--- src/rtl/mem_ctrl.sv ---
// mem_ctrl: arbitrates the instruction-fetch port and the MEM-stage port
// onto one byte-wide RAM with a one-cycle read latency.
//
// Ports
//   clk_in, rst_in         clock, asynchronous active-low reset
//   rdy_in                 global enable; low freezes every register (the RAM
//                          is clock-enabled by the same signal)
//   if_req/if_addr         instruction fetch request (always a 4-byte read)
//   if_fin/if_data         fetch completion pulse and fetched word
//   memctl_op/len/addr/data  MEM-stage request (op 01 load, 10 save)
//   memctl_fin/memctl_out  MEM-stage completion pulse and loaded value
//   mem_din/mem_dout/mem_a/mem_wr  byte-wide RAM port (mem_wr=1 writes)
//
// A MEM request wins over a fetch in the same IDLE cycle. Loads are
// little-endian and zero-extended; sign extension is the MEM stage's job.
module mem_ctrl (
    input  logic        clk_in,
    input  logic        rst_in,
    input  logic        rdy_in,
    input  logic        if_req,
    input  logic [31:0] if_addr,
    output logic        if_fin,
    output logic [31:0] if_data,
    input  logic [1:0]  memctl_op,
    input  logic [1:0]  memctl_len,
    input  logic [31:0] memctl_addr,
    input  logic [31:0] memctl_data,
    output logic        memctl_fin,
    output logic [31:0] memctl_out,
    input  logic [7:0]  mem_din,
    output logic [7:0]  mem_dout,
    output logic [31:0] mem_a,
    output logic        mem_wr
);
    typedef enum logic [1:0] {IDLE, READ, WRITE, DONE} state_t;

    localparam logic [1:0] OP_LOAD = 2'b01;
    localparam logic [1:0] OP_SAVE = 2'b10;

    state_t      state, next_state;
    logic [31:0] addr_q, data_q;
    logic [31:0] rbuf_q, rbuf_d;     // read assembly buffer
    logic [2:0]  len_q;              // byte count n: 1, 2 or 4
    logic [2:0]  cnt_q;              // bytes issued so far
    logic        from_if_q;          // requester: 1 = fetch port
    logic        mem_req, accept_mem, accept_if;
    logic [2:0]  req_n;
    logic [1:0]  cap_idx;
    logic [31:0] cur_a;

    assign mem_req = (memctl_op == OP_LOAD) || (memctl_op == OP_SAVE);
    assign cur_a   = addr_q + {29'd0, cnt_q};   // wraps naturally at 2^32
    // With latency 1, the byte on mem_din belongs to the address issued
    // one step earlier, i.e. index cnt_q-1.
    assign cap_idx = cnt_q[1:0] - 2'd1;

    always_comb begin
        case (memctl_len)
            2'b00:   req_n = 3'd1;
            2'b01:   req_n = 3'd2;
            default: req_n = 3'd4;
        endcase
    end

    always_ff @(posedge clk_in or negedge rst_in) begin
        if (!rst_in) state <= IDLE;
        else         state <= next_state;
    end

    always_comb begin
        next_state = state;
        accept_mem = 1'b0;
        accept_if  = 1'b0;
        mem_a      = 32'd0;
        mem_dout   = 8'd0;
        mem_wr     = 1'b0;
        rbuf_d     = rbuf_q;
        case (state)
            IDLE: begin
                if (mem_req) begin
                    accept_mem = 1'b1;
                    next_state = (memctl_op == OP_LOAD) ? READ : WRITE;
                end else if (if_req) begin
                    accept_if  = 1'b1;
                    next_state = READ;
                end
            end
            READ: begin
                // n issue cycles plus one trailing cycle to catch the last byte
                if (cnt_q < len_q) mem_a = cur_a;
                if (cnt_q != 3'd0) rbuf_d[{cap_idx, 3'b000} +: 8] = mem_din;
                if (cnt_q == len_q) next_state = DONE;
            end
            WRITE: begin
                mem_a    = cur_a;
                mem_dout = data_q[{cnt_q[1:0], 3'b000} +: 8];
                mem_wr   = rdy_in;
                if (cnt_q == len_q - 3'd1) next_state = DONE;
            end
            DONE: next_state = IDLE;
            default: next_state = IDLE;
        endcase
        if (!rdy_in) begin
            next_state = state;
            accept_mem = 1'b0;
            accept_if  = 1'b0;
        end
    end

    always_ff @(posedge clk_in or negedge rst_in) begin
        if (!rst_in) begin
            addr_q     <= 32'd0;
            data_q     <= 32'd0;
            rbuf_q     <= 32'd0;
            len_q      <= 3'd0;
            cnt_q      <= 3'd0;
            from_if_q  <= 1'b0;
            if_fin     <= 1'b0;
            memctl_fin <= 1'b0;
            if_data    <= 32'd0;
            memctl_out <= 32'd0;
        end else if (rdy_in) begin
            if_fin     <= 1'b0;
            memctl_fin <= 1'b0;
            if (accept_mem) begin
                addr_q    <= memctl_addr;
                data_q    <= memctl_data;
                len_q     <= req_n;
                from_if_q <= 1'b0;
                cnt_q     <= 3'd0;
                rbuf_q    <= 32'd0;
            end else if (accept_if) begin
                addr_q    <= if_addr;
                data_q    <= 32'd0;
                len_q     <= 3'd4;
                from_if_q <= 1'b1;
                cnt_q     <= 3'd0;
                rbuf_q    <= 32'd0;
            end else if (state == READ || state == WRITE) begin
                cnt_q  <= cnt_q + 3'd1;
                rbuf_q <= rbuf_d;
            end else if (state == DONE) begin
                cnt_q <= 3'd0;
            end
            // fin and result are registered on entry to DONE so both are
            // valid for exactly the DONE cycle
            if (next_state == DONE && state != DONE) begin
                if (from_if_q) if_fin     <= 1'b1;
                else           memctl_fin <= 1'b1;
                if (state == READ) begin
                    if (from_if_q) if_data    <= rbuf_d;
                    else           memctl_out <= rbuf_d;
                end
            end
        end
    end
endmodule
--- config.mk ---
export PLATFORM = sky130hd
export DESIGN_NAME = mem_ctrl
export DESIGN_NICKNAME = d
export VERILOG_FILES = /design/src/rtl/mem_ctrl.sv
export SDC_FILE = /design/constraint.sdc
export NUM_CORES = 1
export LEC_CHECK = 0
export CORE_MARGIN = 10
export CORE_UTILIZATION = 53
export DETAILED_ROUTE_END_ITERATION = 12
export GPL_TIMING_DRIVEN = 0
export PLACE_DENSITY_LB_ADDON = 0.25
export SYNTH_ARGS = -nofsm -noshare
export SYNTH_HDL_FRONTEND = slang
export SYNTH_SLANG_ARGS = --single-unit
--- constraint.sdc ---
create_clock -name clk_in -period 7.22 [get_ports clk_in]
set_input_delay 1.083 -clock clk_in [delete_from_list [all_inputs] [get_ports clk_in]]
set_output_delay 1.083 -clock clk_in [all_outputs]
set_load 0.005 [all_outputs]
After elaboration in Yosys (flattened, before gate mapping)
Index checks and enable logic that the tools add are counted.

Mux-type cells: 41. Order comparisons: 1. Bitwise logic cells: 1. Multipliers: 0. Equality and inequality tests: 10. Shift operators: 3. Add/sub/neg operators: 5. Divide/modulo/power cells: 0. Reductions and logical operators: 14.

Operators by type and width (count): $mux W32 (10); $pmux W32 S2 (1); $add A32 B3 Y32 (1); $bwmux W32 (1); $shift A8 B7 Y32 const A (1); $shiftx A32 B6 Y8 (1); $shiftx A8 B7 Y32 (1); $mux W3 (6); $mux W1 (14); $mux W2 (6); $eq A2 B2 Y1 const B (4); $mux W8 (1); $pmux W2 S4 (1); $reduce_and A4 Y1 (2); $neg A5 Y7 (1); $eq A2 B1 Y1 const B (3); $eq A3 B3 Y1 (2); $pmux W3 S2 (1); $reduce_and A2 Y1 (3); $reduce_bool A3 Y1 (2); $logic_not A2 Y1 (2); $reduce_bool A4 Y1 (1); $add A3 B1 Y3 const B (1); $lt A3 B3 Y1 (1); 7 further kinds (8).

Latch bits: 0. ROM bits: 0. Memories: 0. Bits in writable memories: 0. Output and inout bits: 107. Word-level logic and storage cells: 86. Bits in registers: 171. Input port bits: 112.

Depth between registers and ports, before layout
Gate-level depths: netlist of the first run.

Depth after elaboration: 9. Mapped depth: 9. Gate-level depth less buffers: 8.

Least setup slack after synthesis of the first run
OpenSTA, ideal clock, no wires.

Kind: reg-to-output. Start: register cnt_q[1]. End: output mem_a[18]. Data arrival time: 2307 ps. Required time: 6137 ps. Path slack: 3830 ps. Stages on the path, launching flop included: 9. Buffers on the path: 1. Cells stage by stage: dfrtp_1 -> clkbuf_1 -> inv_1 -> fa_1 -> nor2b_1 -> o2111ai_1 -> nor3_1 -> xnor2_1 -> nor2_1.

Longest elaborated chain between the ends: 3. Elaborated cells on any way between the ends: 4. Classes of those cells: add/sub: 1; order compare: 1; mux: 2.

RTL lines: from (decl) (RTL line 44) `logic [2:0] cnt_q;`; from (signal assigned) (RTL line 140) `cnt_q <= cnt_q + 3'd1;`; $add A32 B3 Y32 / $lt A3 B3 Y1 (equally long branches) (RTL line 52, 90); $mux W32 (RTL line 90) `if (cnt_q < len_q) mem_a = cur_a;`; $pmux W32 S2 (*) (RTL line 78) `case (state)`; to (decl) (RTL line 32) `output logic [31:0] mem_a,`.

Every way passes the cells marked *; elsewhere a longest branch is shown, timed or not.

Final worst setup path of the first run
Start: register cnt_q[1]. End: output mem_a[26].

Same word-level chain as after synthesis.

==> results of run 1 <==
==> final cells by class <==
cell class / count / share of cell area (%)
timing repair buffer: 218 / 19.6
clock inverter: 11 / 0.788
inverter: 21 / 0.700
antenna: 1 / 0.0222
sequential: 171 / 38.0
buffer: 57 / 2.17
multi-input combinational: 611 / 32.5
clock buffer: 20 / 3.96
tap: 211 / 2.34
==> layer usage <==
layer | global-route usage (%) | up-vias | wire length (um)
met4 | 7.82 | 0 | 502
met1 | 28.0 | 3543 | 9730
met2 | 38.9 | 278 | 12300
li1 | - | 3510 | -
met5 | 0 | - | 0
met3 | 7.82 | 40 | 2060
==> power breakdown <==
group          switching [mW]  internal, mW  total [mW]
logic                   0.857         0.876        1.73
clock network           0.396         0.452       0.848
registers               0.272          1.30        1.57
total                    1.52          2.63        4.15
==> worst max-delay path: cells and delay by family (launching register included) <==
family / cells / cell delay [ns]
compound gates: 1 / 0.39
xor+xnor: 1 / 0.10
fa+ha+maj: 1 / 0.46
buf+inv: 3 / 1.33
flops: 1 / 0.48
simple gates: 3 / 0.73
==> sequential cells by signal, summed over array words and instances (netlist names) <==
signal / flops
from_if_q: 1
memctl_fin: 1
data_q: 32
len_q: 3
state: 2
if_data: 32
cnt_q: 3
rbuf_q: 32
if_fin: 1
addr_q: 32
memctl_out: 32
==> path summary, 6_finish.rpt <==
kind	start	end	slack [ns]	cells after the start
worst max register to register	cnt_q[1]	rbuf_q[21]	4.22	9
worst min-delay path	rbuf_q[4]	rbuf_q[4]	0.48	2
min in group asynchronous	rst_in	if_data[5]	0.58	1
worst min register to register	rbuf_q[4]	rbuf_q[4]	0.48	2
worst max-delay path	cnt_q[1]	mem_a[26]	2.22	9
max in group asynchronous	rst_in	data_q[19]	5.75	2
==> metrics by stage <==
stage | TNS [ns] | std cells | area (um2)
after global placement | -308.68 | 1288 | 10700
after detailed placement | 0 | 1289 | 10700
after global routing | 0 | 1321 | 11300
after CTS | 0 | 1320 | 11300
after floorplan | 0 | 860 | 8260
final | 0 | 1321 | 11300
==> cells by family after synthesis <==
kind of cell	after synthesis	share of synthesized area [%]
AND/OR/NAND/NOR	294	16.6
buffers and inverters	78	3.91
multiplexers	9	2.32
flip-flops	171	51.8
AO/OA/AOI/OAI	257	18.7
XOR/XNOR	31	3.47
adder cells (fa/ha/maj)	20	3.12
==> cell usage in the layout (no fill, tap or decap), types with 5 or more instances in the layout <==
cell / netlist / layout
nand2b_1: 9 / 9
a21oi_1: 39 / 39
xor2_1: 9 / 9
xnor2_1: 21 / 21
inv_1: 20 / 20
o21ai_1: 88 / 88
o21ai_0: 44 / 44
and2_1: 10 / 10
o22ai_1: 30 / 30
nor2b_1: 5 / 5
nand2_1: 150 / 150
clkbuf_16: 0 / 17
clkbuf_1: 35 / 37
nor3_1: 33 / 33
clkdlybuf4s50_1: 0 / 216
a22o_1: 35 / 35
buf_2: 18 / 18
mux4_2: 8 / 8
nor2_1: 46 / 46
nand3_1: 7 / 7
dfrtp_1: 171 / 171
nand4_1: 8 / 8
ha_1: 19 / 19
==> impl_metrics.env, run 1 <==
export IMPL_p_per_area_nw_per_um2=368
export IMPL_peakVddDrop_v=0.000228
export IMPL_die_w_um=145
export IMPL_crit_required_ns=6.14
export IMPL_ys_types=54
export IMPL_synth_top_area_share_pct=51.8
export IMPL_cts_root_buf="clkbuf_16"
export IMPL_io_pins=219
export IMPL_synth_top_area_cell="dfrtp_1"
export IMPL_syn_inst=860
export IMPL_final_min_clock_period_ns=5.00
export IMPL_path_class="flip-flop to primary output"
export IMPL_status="completed"
export IMPL_synth_net_count=992
export IMPL_grt_pass1_vias=7359
export IMPL_ant_nets=0
export IMPL_rsz0062_at_grt="false"
export IMPL_finalHoldViolCount=0
export IMPL_max_freq_mhz=200
export IMPL_worstPathMaxFanout=10
export IMPL_synth_seq_cells=171
export IMPL_wl_per_cell_um=18.6
export IMPL_portBuffers=217
export IMPL_cp_cell_sequence="clkbuf_1 -> inv_1 -> fa_1 -> nor2b_1 -> o2111ai_1 -> nor3_1 -> xnor2_1 -> nor2_1 -> clkdlybuf4s50_1"
export IMPL_cts_buffers=17
export IMPL_fp_row_count=45
export IMPL_start_util_pct=54.1
export IMPL_slew_viol_final=0
export IMPL_fillers=1140
export IMPL_vias=7371
export IMPL_hold_class="flip-flop to flip-flop"
export IMPL_slew_headroom_pct=49.3
export IMPL_ctsResizeCount=0
export IMPL_synth_ff_type="dfrtp_1"
export IMPL_clkSinkCount=171
export IMPL_arrival_ns=3.92
export IMPL_ys_top_cells_by_area="dfrtp_1 (52%), nand2_1 (6.8%), o21ai_1 (5.3%)"
export IMPL_vias_per_cell=5.58
export IMPL_seqCellArea_um2=4280
export IMPL_worstSkewPairLatency_ns=0.44
export IMPL_hold_ws_ns=0.482
export IMPL_cp_slowest_cell="clkbuf_1"
export IMPL_p_leak_nw=4.58
export IMPL_routed_wl_um=24600
export IMPL_drc=0
export IMPL_h_tree_depth=4
export IMPL_post_cts_setup_buffers=0
export IMPL_multi_input_area_um2=3660
export IMPL_avgSynthCellArea_um2=9.61
export IMPL_fin_worst_skew_ns=0.0131
export IMPL_grt_overflow=0
export IMPL_clockBufferDepth=2
export IMPL_start_kind="flip-flop"
export IMPL_syn_area_um2=8260
export IMPL_setup_viol=0
export IMPL_yosysWarnings=0
export IMPL_nets=1229
export IMPL_grt_total_usage_pct=23.4
export IMPL_end_kind="primary output"
export IMPL_drt_iter0_drc=472
export IMPL_cts_hold_fix_buffers=0
export IMPL_chipHeight_um=145
export IMPL_period_share_pct=69.2
export IMPL_max_cap_violations=0
export IMPL_synth_edf_count=0
export IMPL_antenna_found_initial=1
export IMPL_gp_congestion=0.879
export IMPL_cts_clk_slew_worst_paths_ns=0.06
export IMPL_post_dp_hpwl_um=18500
export IMPL_firstDrtPassIters=6
export IMPL_tightestPinTransition_ns=0.761
export IMPL_max_stage_delay_ns=0.53
export IMPL_yosys_top_cells_count="dfrtp_1 (171), nand2_1 (150), o21ai_1 (88), nor2_1 (46), o21ai_0 (44)"
export IMPL_post_place_ws_ns=2.69
export IMPL_ys_seq_area_share_pct=51.8
export IMPL_core_um2=15300
export IMPL_async_flop_share_pct=100
export IMPL_yosysMostFrequentCell="dfrtp_1"
export IMPL_grt_max_degree=112
export IMPL_grt_first_pass_wirelength_um=38400
export IMPL_layout_setup_ws_ns=2.22
export IMPL_final_layout_size_suffix_gt1_share_pct=6.76
export IMPL_tritoncts="yes"
export IMPL_die_area_um2=21000
export IMPL_report_power_total_mw=4.15
export IMPL_fin_util_pct=73.8
export IMPL_area_growth_pct=36.4
Power figures use the tool's default switching activity.
==> run 2, diff against run 1 <==
--- a/config.mk
+++ b/config.mk
@@ -6,7 +6,7 @@
 export NUM_CORES = 1
 export LEC_CHECK = 0
 export CORE_MARGIN = 10
-export CORE_UTILIZATION = 53
+export CORE_UTILIZATION = 49
 export DETAILED_ROUTE_END_ITERATION = 12
 export GPL_TIMING_DRIVEN = 0
 export PLACE_DENSITY_LB_ADDON = 0.25
==> constraint.sdc (replaced) <==
create_clock -name clk_in -period 5.2 [get_ports clk_in]
set_input_delay 0.78 -clock clk_in [delete_from_list [all_inputs] [get_ports clk_in]]
set_output_delay 0.78 -clock clk_in [all_outputs]
set_load 0.005 [all_outputs]
==> run 2 against run 1 <==
Die area up 7.0%. Global-route usage down 1.1 points. Sequential cell count unchanged. Non-clock buffer count unchanged. Clock skew down 0.0033 ns. Count of clock-buffer cells in the layout up 3. Largest cell class unchanged. Critical path depth unchanged. Total power up 42%. Highest routed layer unchanged. Setup slack worse by 1.8 ns.
==> impl_metrics.env, run 2 (synthesis gave the netlist of run 1 again) <==
export IMPL_status="completed"
export IMPL_clockBufferDepth=2
export IMPL_fin_worst_skew_ns=0.00976
export IMPL_arrival_ns=3.96
export IMPL_cts_buffers=17
export IMPL_clkSinkCount=171
export IMPL_power_switching_mw=2.11
export IMPL_switching_share_pct=35.8
export IMPL_worstSkewPairLatency_ns=0.43
export IMPL_tightestPinTransition_ns=0.757
export IMPL_io_pins=219
export IMPL_drc=0
export IMPL_period_share_pct=91.2
export IMPL_hold_class="primary input to async pin"
export IMPL_final_min_clock_period_ns=4.74
export IMPL_antenna_found_initial=0
export IMPL_die_w_um=150
export IMPL_start_util_pct=49.8
export IMPL_hold_ws_ns=0.307
export IMPL_cts_root_buf="clkbuf_16"
export IMPL_drt_iter0_drc=572
export IMPL_setup_tns_ns=0
export IMPL_nets=1229
export IMPL_post_dp_hpwl_um=18800
export IMPL_core_um2=16600
export IMPL_cts_hold_fix_buffers=0
export IMPL_finalHoldViolCount=0
export IMPL_fp_row_count=47
export IMPL_chipHeight_um=150
export IMPL_die_area_um2=22500
export IMPL_tritoncts="yes"
export IMPL_layout_common_cells="clkdlybuf4s50_1 (216), dfrtp_1 (171), nand2_1 (150)"
export IMPL_ant_nets=0
export IMPL_final_layout_size_suffix_gt1_share_pct=6.67
export IMPL_p_per_area_nw_per_um2=519
export IMPL_pwr_share_seq_pct=37.2
export IMPL_p_int_mw=3.77
export IMPL_cts_clk_slew_worst_paths_ns=0.06
export IMPL_grt_max_degree=97
export IMPL_numPlacedInstances=1298
export IMPL_grt_pass1_vias=7650
export IMPL_crit_required_ns=4.42
export IMPL_comb_power_share_pct=40.9
export IMPL_wl_per_cell_um=18.8
export IMPL_rsz0062_at_grt="false"
export IMPL_start_kind="flip-flop"
export IMPL_grt_total_usage_pct=22.3
export IMPL_firstDrtPassIters=5
export IMPL_clockPowerShare_pct=21.8
export IMPL_area_growth_pct=37.1
export IMPL_final_cells=1329
export IMPL_report_power_total_mw=5.88
export IMPL_h_tree_depth=4
export IMPL_final_area_um2=11300
export IMPL_multi_input_area_um2=3660
export IMPL_max_freq_mhz=211
export IMPL_vias=7324
export IMPL_diodes=0
export IMPL_placed_area_um2=10700
export IMPL_end_kind="primary output"
export IMPL_post_cts_setup_buffers=0
export IMPL_grt_first_pass_wirelength_um=40000
export IMPL_worstPathMaxFanout=10
export IMPL_setup_viol=0
export IMPL_final_common_cell="clkdlybuf4s50_1"
export IMPL_gp_congestion=0.853
export IMPL_routed_wl_um=25000
export IMPL_slew_viol_final=0
export IMPL_slew_headroom_pct=49.5
export IMPL_peakVddDrop_v=0.000306
export IMPL_portBuffers=217
export IMPL_path_class="flip-flop to primary output"
export IMPL_vias_per_cell=5.51
export IMPL_grt_overflow=0
export IMPL_fillers=1328
export IMPL_ctsResizeCount=0
export IMPL_seqCellArea_um2=4280
export IMPL_p_leak_nw=4.61
export IMPL_max_cap_violations=0
-- run 2: final cells by class --
class / count / share of cell area (%)
inverter: 21 / 0.696
timing repair buffer: 218 / 19.5
multi-input combinational: 611 / 32.3
buffer: 57 / 2.15
tap: 220 / 2.43
clock buffer: 23 / 4.22
sequential: 171 / 37.8
clock inverter: 8 / 0.972
-- run 2: path summary, 6_finish.rpt --
path | startpoint | endpoint | slack (ns) | cells after the start
max in group asynchronous | rst_in | if_data[17] | 4.04 | 2
worst max register to register | cnt_q[1] | rbuf_q[21] | 2.29 | 9
worst min-delay path | rst_in | if_data[6] | 0.31 | 1
worst max-delay path | cnt_q[1] | mem_a[26] | 0.46 | 9
worst min register to register | if_data[4] | if_data[4] | 0.48 | 2
min in group clk_in | if_data[4] | if_data[4] | 0.48 | 2
-- run 2: power by group through the flow --
stage	registers, mW	logic (mW)	clock network (mW)
2_1_floorplan	2.12	1.30	0
3_3_place_gp	2.18	2.35	0
3_5_place_dp	2.20	2.41	0
4_1_cts	2.18	2.43	1.29
5_1_grt	2.25	2.67	1.35
6_report	2.19	2.41	1.28
-- run 2: worst max-delay path, stage by stage, from the launching register on --
cell and delay [ns]:
dfrtp_1 0.50, clkbuf_1 0.51, inv_1 0.28, fa_1 0.47, nor2b_1 0.29, o2111ai_1 0.40, nor3_1 0.35, xnor2_1 0.09
nor2_1 0.11, clkdlybuf4s50_1 0.53
-- run 2: metrics by stage --
stage                     worst slack (ns)  util (%)
after CTS                            0.451      68.3
after global placement               -3.59      64.6
final                                0.456      68.3
after detailed placement             0.915      64.8
after global routing                 0.199      68.3
after floorplan                       2.11         -
-- run 2: metal layers --
layer / up-vias / track usage, % / routed length, um
met1: 3548 / 25.8 / 10100
met2: 242 / 38.4 / 12400
met3: 34 / 7.28 / 2090
met5: - / 0 / 0
met4: 0 / 7.14 / 440
li1: 3500 / - / -
==> run 3, diff against run 2 <==
--- a/config.mk
+++ b/config.mk
@@ -7,9 +7,11 @@
 export LEC_CHECK = 0
 export CORE_MARGIN = 10
 export CORE_UTILIZATION = 49
+export CTS_CLUSTER_SIZE = 28
 export DETAILED_ROUTE_END_ITERATION = 12
 export GPL_TIMING_DRIVEN = 0
 export PLACE_DENSITY_LB_ADDON = 0.25
+export SETUP_SLACK_MARGIN = 0.5
 export SYNTH_ARGS = -nofsm -noshare
 export SYNTH_HDL_FRONTEND = slang
 export SYNTH_SLANG_ARGS = --single-unit
==> run 3 against run 2 <==
Via count decreased by 0.11%. Critical path type unchanged. Highest routed layer unchanged. Setup slack improved by 0.26 ns. Routed wire length about the same. Worst hold slack got worse by 0.0016 ns. Cell count unchanged. Clock skew about the same. Die area unchanged. Sequential power about the same. Sequential cell count unchanged. Global-route usage unchanged. Core utilization about the same. Cell area about the same.
==> impl_metrics.env, run 3 (synthesis gave the netlist of run 1 again) <==
export IMPL_start_util_pct=49.8
export IMPL_drt_iter0_drc=575
export IMPL_final_common_cell="clkdlybuf4s50_1"
export IMPL_diodes=0
export IMPL_gp_congestion=0.853
export IMPL_setup_tns_ns=0
export IMPL_switching_share_pct=35.8
export IMPL_vias=7316
export IMPL_post_dp_hpwl_um=18800
export IMPL_reg2reg_slack_ns=2.31
export IMPL_setup_viol=0
export IMPL_slew_viol_final=0
export IMPL_fin_worst_skew_ns=0.00940
export IMPL_antenna_found_initial=0
export IMPL_max_cap_violations=0
export IMPL_rsz0062_at_grt="false"
export IMPL_io_pins=219
export IMPL_post_cts_setup_buffers=0
export IMPL_pwr_share_seq_pct=37.2
export IMPL_slew_headroom_pct=49.3
export IMPL_tightestPinTransition_ns=0.760
export IMPL_final_layout_size_suffix_gt1_share_pct=6.76
export IMPL_status="completed"
export IMPL_routed_wl_um=25000
export IMPL_cts_root_buf="clkbuf_16"
export IMPL_placed_area_um2=10700
export IMPL_cp_cell_sequence="clkbuf_2 -> inv_1 -> fa_1 -> nor2b_1 -> o2111ai_1 -> nor3_1 -> xnor2_1 -> nor2_1 -> clkdlybuf4s50_1"
export IMPL_cp_slowest_cell="clkdlybuf4s50_1"
export IMPL_ctsResizeCount=1
export IMPL_p_leak_nw=4.61
export IMPL_startpoint="cnt_q[1]"
export IMPL_cts_hold_fix_buffers=0
export IMPL_final_area_um2=11300
export IMPL_finalHoldViolCount=0
export IMPL_numPlacedInstances=1298
export IMPL_grt_overflow=0
export IMPL_path_buf_inv=3
export IMPL_peakVddDrop_v=0.000306
export IMPL_final_cells=1329
export IMPL_clockBufferDepth=2
export IMPL_area_growth_pct=37.2
export IMPL_max_stage_delay_ns=0.53
export IMPL_hold_ws_ns=0.305
export IMPL_wl_per_cell_um=18.8
export IMPL_comb_power_share_pct=41.0
export IMPL_cts_buffers=17
export IMPL_arrival_ns=3.70
export IMPL_rr_startpoint="cnt_q[0]"
export IMPL_layout_common_cells="clkdlybuf4s50_1 (216), dfrtp_1 (171), nand2_1 (150)"
export IMPL_tritoncts="yes"
export IMPL_nets=1229
export IMPL_final_min_clock_period_ns=4.48
export IMPL_hold_class="primary input to async pin"
export IMPL_cts_clk_slew_worst_paths_ns=0.06
export IMPL_layout_setup_ws_ns=0.720
export IMPL_drc=0
export IMPL_grt_max_degree=97
export IMPL_portBuffers=217
export IMPL_worstSkewPairLatency_ns=0.43
export IMPL_period_share_pct=86.2
export IMPL_p_per_area_nw_per_um2=519
export IMPL_die_area_um2=22500
export IMPL_h_tree_depth=4
export IMPL_fillers=1327
export IMPL_end_kind="primary output"
export IMPL_grt_pass1_vias=7650
export IMPL_grt_total_usage_pct=22.3
export IMPL_worstPathMaxFanout=10
export IMPL_grt_first_pass_wirelength_um=40000
export IMPL_report_power_total_mw=5.88
export IMPL_clkSinkCount=171
export IMPL_path_delay_family="buffers and inverters"
export IMPL_firstDrtPassIters=5
export IMPL_vias_per_cell=5.50
export IMPL_ant_nets=0
export IMPL_p_int_mw=3.77
export IMPL_die_w_um=150
export IMPL_start_kind="flip-flop"
export IMPL_fin_util_pct=68.3
export IMPL_fp_row_count=47
export IMPL_clockPowerShare_pct=21.8
export IMPL_crit_required_ns=4.42
export IMPL_max_freq_mhz=223
export IMPL_chipHeight_um=150
export IMPL_core_um2=16600
export IMPL_path_class="flip-flop to primary output"
export IMPL_post_place_ws_ns=0.915
export IMPL_power_switching_mw=2.11
run 3: cell counts in the layout (fill, tap and decap cells not counted):
No cell type changed its count.
run 3: area by class of cell:
cell class | instances | area, um2 | share of cell area [%]
Inverter | 21 | 78.8 | 0.696
Multi-Input combinational cell | 611 | 3660 | 32.3
Buffer | 57 | 245 | 2.16
Clock inverter | 8 | 110 | 0.972
Timing Repair Buffer | 218 | 2200 | 19.5
Clock buffer | 23 | 478 | 4.22
Tap cell | 220 | 275 | 2.43
Sequential cell | 171 | 4280 | 37.8
run 3: layer usage:
layer  track usage [%]  vias up  part of all wire (%)
met1              25.8     3550                    41
met4              7.14        0                   1.8
li1                  -     3499                     -
met3              7.28       34                   8.3
met5                 0        -                     0
met2              38.4      233                    49
run 3: path summary, 6_finish.rpt:
kind / to / cells after the start
setup / recovery: mem_a[26] / 9
hold / removal: if_data[6] / 1
setup reg to reg: memctl_out[10] / 9
hold reg to reg: rbuf_q[14] / 2
max in group asynchronous: if_data[17] / 2
min in group clk_in: rbuf_q[14] / 2
run 3: worst register-to-register path: cells and delay by family (launching register included):
family,cells,cell delay [ns]
buffers and inverters,3,0.88
DFF,1,0.54
AOI/OAI and AO/OA,3,0.77
and+or+nand+nor,2,0.23
adders and majority gates,1,0.34
run 3: power groups by stage:
stage	clock (mW)	combinational [mW]	sequential [mW]
floorplan	0	1.30	2.12
global placement	0	2.35	2.18
detailed placement	0	2.41	2.20
CTS	1.29	2.43	2.18
global route	1.35	2.67	2.25
finish	1.28	2.41	2.19
